`config.mk`:
```
export PLATFORM = sky130hd
export DESIGN_NAME = key_sched_ctrl
export DESIGN_NICKNAME = d
export VERILOG_FILES = /design/src/rtl/key_sched_ctrl.sv
export SDC_FILE = /design/constraint.sdc
export NUM_CORES = 2
export LEC_CHECK = 0
export CAP_MARGIN = 40
export CORE_ASPECT_RATIO = 1.1
export CORE_MARGIN = 1.5
export CORE_UTILIZATION = 57
export DETAILED_ROUTE_END_ITERATION = 10
export GPL_TIMING_DRIVEN = 0
export PLACE_DENSITY = 0.88
export SKIP_CTS_REPAIR_TIMING = 1
export SYNTH_ARGS = -nofsm -noshare
export SYNTH_HDL_FRONTEND = slang
export SYNTH_SLANG_ARGS = --single-unit
```
`constraint.sdc`:
```
create_clock -name clk -period 18.4 [get_ports clk]
set_input_delay 3.68 -clock clk [delete_from_list [all_inputs] [get_ports clk]]
set_output_delay 3.68 -clock clk [all_outputs]
set_load 0.1 [all_outputs]
```
`src/rtl/key_sched_ctrl.sv`:
```
// AES-128 key schedule sequencer: drives an external one-round expander
// and keeps all 11 round keys for random-access reads.
module key_sched_ctrl (
  input  logic         clk,
  input  logic         rst,
  input  logic         start,
  input  logic [0:127] key_in,
  output logic [0:127] exp_temp_key,
  output logic [0:31]  exp_rcon,
  input  logic [0:127] exp_key,
  output logic         busy,
  output logic         key_valid,
  input  logic [3:0]   rd_round,
  output logic [0:127] rd_key,
  output logic         rd_err
);

  typedef enum logic [1:0] {
    S_IDLE,
    S_ISSUE,
    S_WAIT,
    S_DONE
  } state_t;

  state_t       r_state;
  state_t       w_next;
  logic [3:0]   r_round;
  logic [7:0]   r_rcon;
  logic [0:127] r_temp;
  logic [0:127] r_slot [0:10];
  logic         w_accept;
  logic         w_wait;
  logic         w_last;

  function automatic logic [7:0] f_xtime(input logic [7:0] b);
    return {b[6:0], 1'b0} ^ (b[7] ? 8'h1b : 8'h00);
  endfunction

  assign w_wait   = (r_state == S_WAIT);
  assign w_last   = (r_round == 4'd10);
  assign w_accept = start &&
                    ((r_state == S_IDLE) || (r_state == S_DONE));

  always_ff @(posedge clk) begin
    if (rst) r_state <= S_IDLE;
    else     r_state <= w_next;
  end

  always_comb begin
    w_next   = r_state;
    exp_rcon = '0;
    unique case (r_state)
      S_IDLE,
      S_DONE:  if (start) w_next = S_ISSUE;
      S_ISSUE: begin
        w_next   = S_WAIT;
        exp_rcon = {r_rcon, 24'h0};
      end
      S_WAIT: begin
        w_next   = w_last ? S_DONE : S_ISSUE;
        exp_rcon = {r_rcon, 24'h0};
      end
      default: w_next = S_IDLE;
    endcase
  end

  assign exp_temp_key = r_temp;

  // Expander result lands in the slot of the round being closed.
  always_ff @(posedge clk) begin
    if (rst) begin
      r_round   <= '0;
      r_rcon    <= '0;
      r_temp    <= '0;
      busy      <= 1'b0;
      key_valid <= 1'b0;
      for (int i = 0; i < 11; i++) r_slot[i] <= '0;
    end else if (w_accept) begin
      r_slot[0] <= key_in;
      r_temp    <= key_in;
      r_round   <= 4'd1;
      r_rcon    <= 8'h01;
      busy      <= 1'b1;
      key_valid <= 1'b0;
    end else if (w_wait) begin
      r_slot[r_round] <= exp_key;
      r_temp          <= exp_key;
      if (w_last) begin
        busy      <= 1'b0;
        key_valid <= 1'b1;
      end else begin
        r_round <= r_round + 4'd1;
        r_rcon  <= f_xtime(r_rcon);
      end
    end
  end

  always_ff @(posedge clk) begin
    if (rst) begin
      rd_key <= '0;
      rd_err <= 1'b0;
    end else if (rd_round <= 4'd10) begin
      rd_key <= r_slot[rd_round];
      rd_err <= 1'b0;
    end else begin
      rd_key <= '0;
      rd_err <= 1'b1;
    end
  end

endmodule

```
Word level (Yosys, flattened, before mapping). Memory sizes are Yosys's and may differ from the RTL's. A register that Yosys moved wholly into a read port is not among the register bits. Cells that the tools add are included.

Reductions and logical operators: 14. Add/subtract/negate cells: 1. Magnitude comparators: 1. Multiplexer cells: 30. Bitwise gates (word level): 4. Equality and inequality tests: 6.

Operator list (number): 128-bit two-way mux (4); 128-bit OR reduction (1); 32-bit two-way mux (1); 1-bit two-way mux (20); 2-bit AND reduction (4); 2-bit OR reduction (4); 8-bit by 5-bit XOR with 8-bit output (1); 2-bit one-hot mux with 3 select lines (1); 5-bit two-way mux (1); 4-bit by 1-bit adder with 4-bit output, second input constant (1); 2-bit == test, second input constant (2); 4-bit == test, second input constant (1); 4-bit <= comparator, second input constant (1); 2-bit two-way mux (2); 4-bit two-way mux (1); 2-bit inequality test, second input constant (2); 2-bit nonzero test (2); 2-bit by 1-bit == test with 1-bit output, second input constant (1); 2-bit logical NOT (1); 1-bit inverter (2); 1-bit logical AND (1); 1-bit logical OR (1); 1-bit OR (1).

Flip-flop bits (word level): 145. Input port bits: 263. Memories: 1. Bits in writable memories: 1408.

Memories: r_slot (depth 11, width 128, read ports 1, clocked after Yosys merged registers in 1, write ports 11, line 30) `logic [0:127] r_slot [0:10];`.

Logic depth before layout (Yosys ltp).
Depth in word-level cells: 8. Mapped depth: 9. Depth with buffers taken out: 5.

Worst setup path before layout. Ideal clock, no wire load.

Path type: register -> register. Start: register r_state[0]. End: memory r_slot[9][0] (netlist bit) (enable). Required time: 17.438 ns. Clock period less this slack: 14.821 ns. Library setup time: 0.962 ns. Setup slack: 3.579 ns. Arrival time: 13.859 ns. Cell stages (with the launch flop): 7. Cells stage by stage: dfxtp_1 -> inv_1 -> ha_1 -> buf_2 -> buf_2 -> inv_1 -> o41ai_1.

RTL lines: start: declaration (line 25) `state_t r_state;`; start signal: assignment (line 46) `else r_state <= w_next;`; end: declaration (line 30).

==> impl_results.md <==
* Status: finished, final reports clean
* Min Tclk post-route at 6970 ps
* Global-route wire length before repair at 359 mm
* DP Area at 0.0848 mm^2
* Syn Inst Count at roughly 5500
* Crit Path Class: primary input to flip-flop
* Die width at 340 um
* DP HPWL at 168 mm
* Reg2reg setup slack at 14480 ps
* Startpoint Class: primary input
* Total wire length at 250 mm
* Post-synth EDFFs at 1281
* Register area share after synthesis at about two thirds
* Fill count at 6830
* Synth Area in Compound Gates at 9.52%
* Hold Fails Final Rpt at 0
* Largest net degree at the start of global routing at between 50 and 60
* Grt peak-use layer: met2
* Number of CTS-inserted buffers at 164
* CTS Sinks at 1682
* Routability cong. at between 0.9 and 1
* Post-Synth XOR/XNOR Area at 0.0615%
* Initial antenna violation count at 24
* CP endpoint: r_slot[2][52]
* DR vias/cell at 6.72
* CTS max path bufs at 3
* Synth Area in Simple Gates at around 8.2%
* GR Util met3 at 12.4%
* Worst r2r dst: r_slot[8][40]
* GR Overflow Total at 0
* Slew Limit Fails at 0
* Synth warn at 0
* Clock Pin Slew Worst Setup and Hold Paths at 70 ps
* Die Area at 0.127 mm^2
* CP Capture Type: flip-flop
* Req. time, crit path at between 15000 and 20000 ps
* GR Util met1 at 43.3%
* Adder-cell share of the synthesized area at 0.0878%
* Maximum clock rate at 144 MHz
* Max-Cap Viols at 0
* Initial Utilization at 57.6%
* Core area at around 0.12 mm^2
* Final instance area at 0.0903 mm^2
* Placement Setup Slack at 10730 ps
* Finished Core Util at 73.0%
* Final worst slack at 11430 ps
* Worst EP arrival at 7420 ps
* Largest family of logic cells by synthesized area: multiplexers
* Synth top area share at between 50% and 60%
* Tot Pwr at 11.4 mW
* Area of the multi-input gates at 0.0212 mm^2
* Yosys cell types at between 50 and 60
* Row count at 135
* Worst Reg2Reg Path Length in Cells at 11
* # H-tree levels at 4
* DP Cell Count at 8004
* Final std cells w/o fill at 8349
* Avg Cell Area, Syn at roughly 13 um^2
* Share of cells above drive strength 1 at around 21%
* Vias at 56100
* Synth area leaders: edfxtp_1, dfxtp_1, nor2_1, mux4_2, mux2_2
* CTS tree: built
* DRC viols at 0
* RSZ-0062 raised after global routing: no
* Die Ht at 374 um
* Mux contribution to synthesized area at 11.7%
* VDD IR max at 135 uV
* Seq. cell area at 0.0465 mm^2
* Critical Path Start: rst
* PortBufs at between 500 and 600
* Syn Std Cell Area at 0.0712 mm^2
* Clock Latency Late Sink at 830 ps
* Area leader, netlist: edfxtp_1
* Slew headroom at 29.2%
* Drt first pass iters at 8
* GRT Util Overall at 38.3%
* Vias in the first global route at 56200
* Pwr/cell area at ~130 mW/mm^2
* DRT antenna net count at 0
* Max Clock Skew at 28.2 ps
* Area Growth Syn to Fin at 26.7%
* 1st-iter DRT viols at 8767
* Post-synthesis async set-or-reset flop share at 0%
* Post-route clock period utilization at 37.9%
* FF-to-FF Start: r_state[0]
* Worst-Margin Slew at 1060 ps
* IO Count at 554
* P_leak at 32.6 nW
* Root Buffer Master: clkbuf_16
* Crit path max fanout at 55
* Wire per inst at 30.0 um
* #FFs+latches synth at 1682
* Ys flop type: edfxtp_1
* HP Class: flip-flop to flip-flop
* Setup-failing EPs final at 0
* Final #Nets at 6797
* Met2 Resource Use GR at 60.9%
power by group:
part | total, mW | leakage [nW] | internal, mW | switching, mW
Combinational | 3.44 | 13.5 | 1.12 | 2.32
Clock | 3.44 | 2.64 | 1.90 | 1.54
Sequential | 4.52 | 16.5 | 4.38 | 0.146
routing by layer:
layer	wire length, um	vias to the layer above	part of all wire (%)
li1	-	22400	-
met2	116000	5618	46
met4	21500	20	8.6
met3	34900	1323	14
met1	78000	26800	31
met5	117	-	0.047
sequential cells by signal (all words and copies together) (netlist names), 2 cells and up:
register	cells
r_round	4
r_rcon	8
r_slot	1409
rd_key	128
r_state	2
exp_temp_key	128
synth_stat cells, drive strengths merged (2+ instances only):
library cell	count
mux2	254
o32ai	127
nor2b	12
xnor2	3
a211oi	257
dfxtp	401
nand2	15
ha	5
o21ai	11
buf	421
mux4	128
nand3b	2
and4bb	2
nand3	7
o2111ai	2
clkbuf	195
a22oi	128
o22ai	128
a2bb2oi	127
and3b	4
inv	133
a31oi	2
mux2i	258
xor2	2
nor3	129
nor2	1285
nand2b	4
a311oi	4
edfxtp	1281
a21oi	138
or4	4
nor3b	4
area by class of cell:
class	instances	area share, %
flip-flops and latches	1682	51.5
repair buffers	854	12.6
inverters	134	0.557
plain buffers	616	3.56
clock inverters	91	0.909
diodes	34	0.0942
well taps	1644	2.28
clock buffers	217	5.05
multi-input cells	3077	23.5
placed cells by master, fill, tap and decap left out, types with 22 or more instances in the layout:
cell and n:
clkdlybuf4s50_1 527, dfxtp_1 401, a2bb2oi_1 127, clkbuf_1 216, nor3_1 129, a22oi_1 128
conb_1 24, o22ai_1 128, buf_6 43, buf_1 22, buf_4 68, buf_16 104
inv_1 133, clkinv_1 23, mux2_2 254, buf_8 186, clkinv_2 26, a21oi_1 138
mux2i_1 258, a211oi_1 257, buf_2 314, o32ai_1 126, diode_2 34, nor2_1 1285
mux4_2 128, edfxtp_1 1281, clkbuf_16 171
logic make-up (layout without fill, tap and decap cells):
kind of cell | Yosys count | after routing
buffers and inverters | 750 | 1912
flip-flops | 1682 | 1682
adder cells (fa/ha/maj) | 5 | 5
AND/OR/NAND/NOR | 1473 | 1473
other | 1 | 58
AO/OA/AOI/OAI | 930 | 930
multiplexers | 640 | 640
XOR/XNOR | 5 | 5
worst min path at each step:
stage | from | to | slack, ps | cells after the start
finish | r_rcon[5] | r_rcon[6] | 490 | 2
global route | r_rcon[5] | r_rcon[6] | 490 | 2
CTS | r_rcon[5] | r_rcon[6] | 490 | 2
detailed placement | key_valid | key_valid | 470 | 2
global placement | key_valid | key_valid | 460 | 2
floorplan | r_rcon[5] | r_rcon[6] | 450 | 2
critical path, stage by stage:
cell	delay [ps]
clkdlybuf4s50_1	580
clkbuf_2	570
nor3b_1	370
o2111ai_1	300
buf_2	310
buf_2	250
nand2_4	590
buf_12	320
buf_16	320
per-stage QoR:
stage	hold slack (ps)	setup TNS, ps
floorplan	449	0
global placement	464	-1086600
detailed placement	473	0
CTS	489	0
global route	493	0
finish	493	0
No activity file was read; power rests on OpenSTA's default activity.
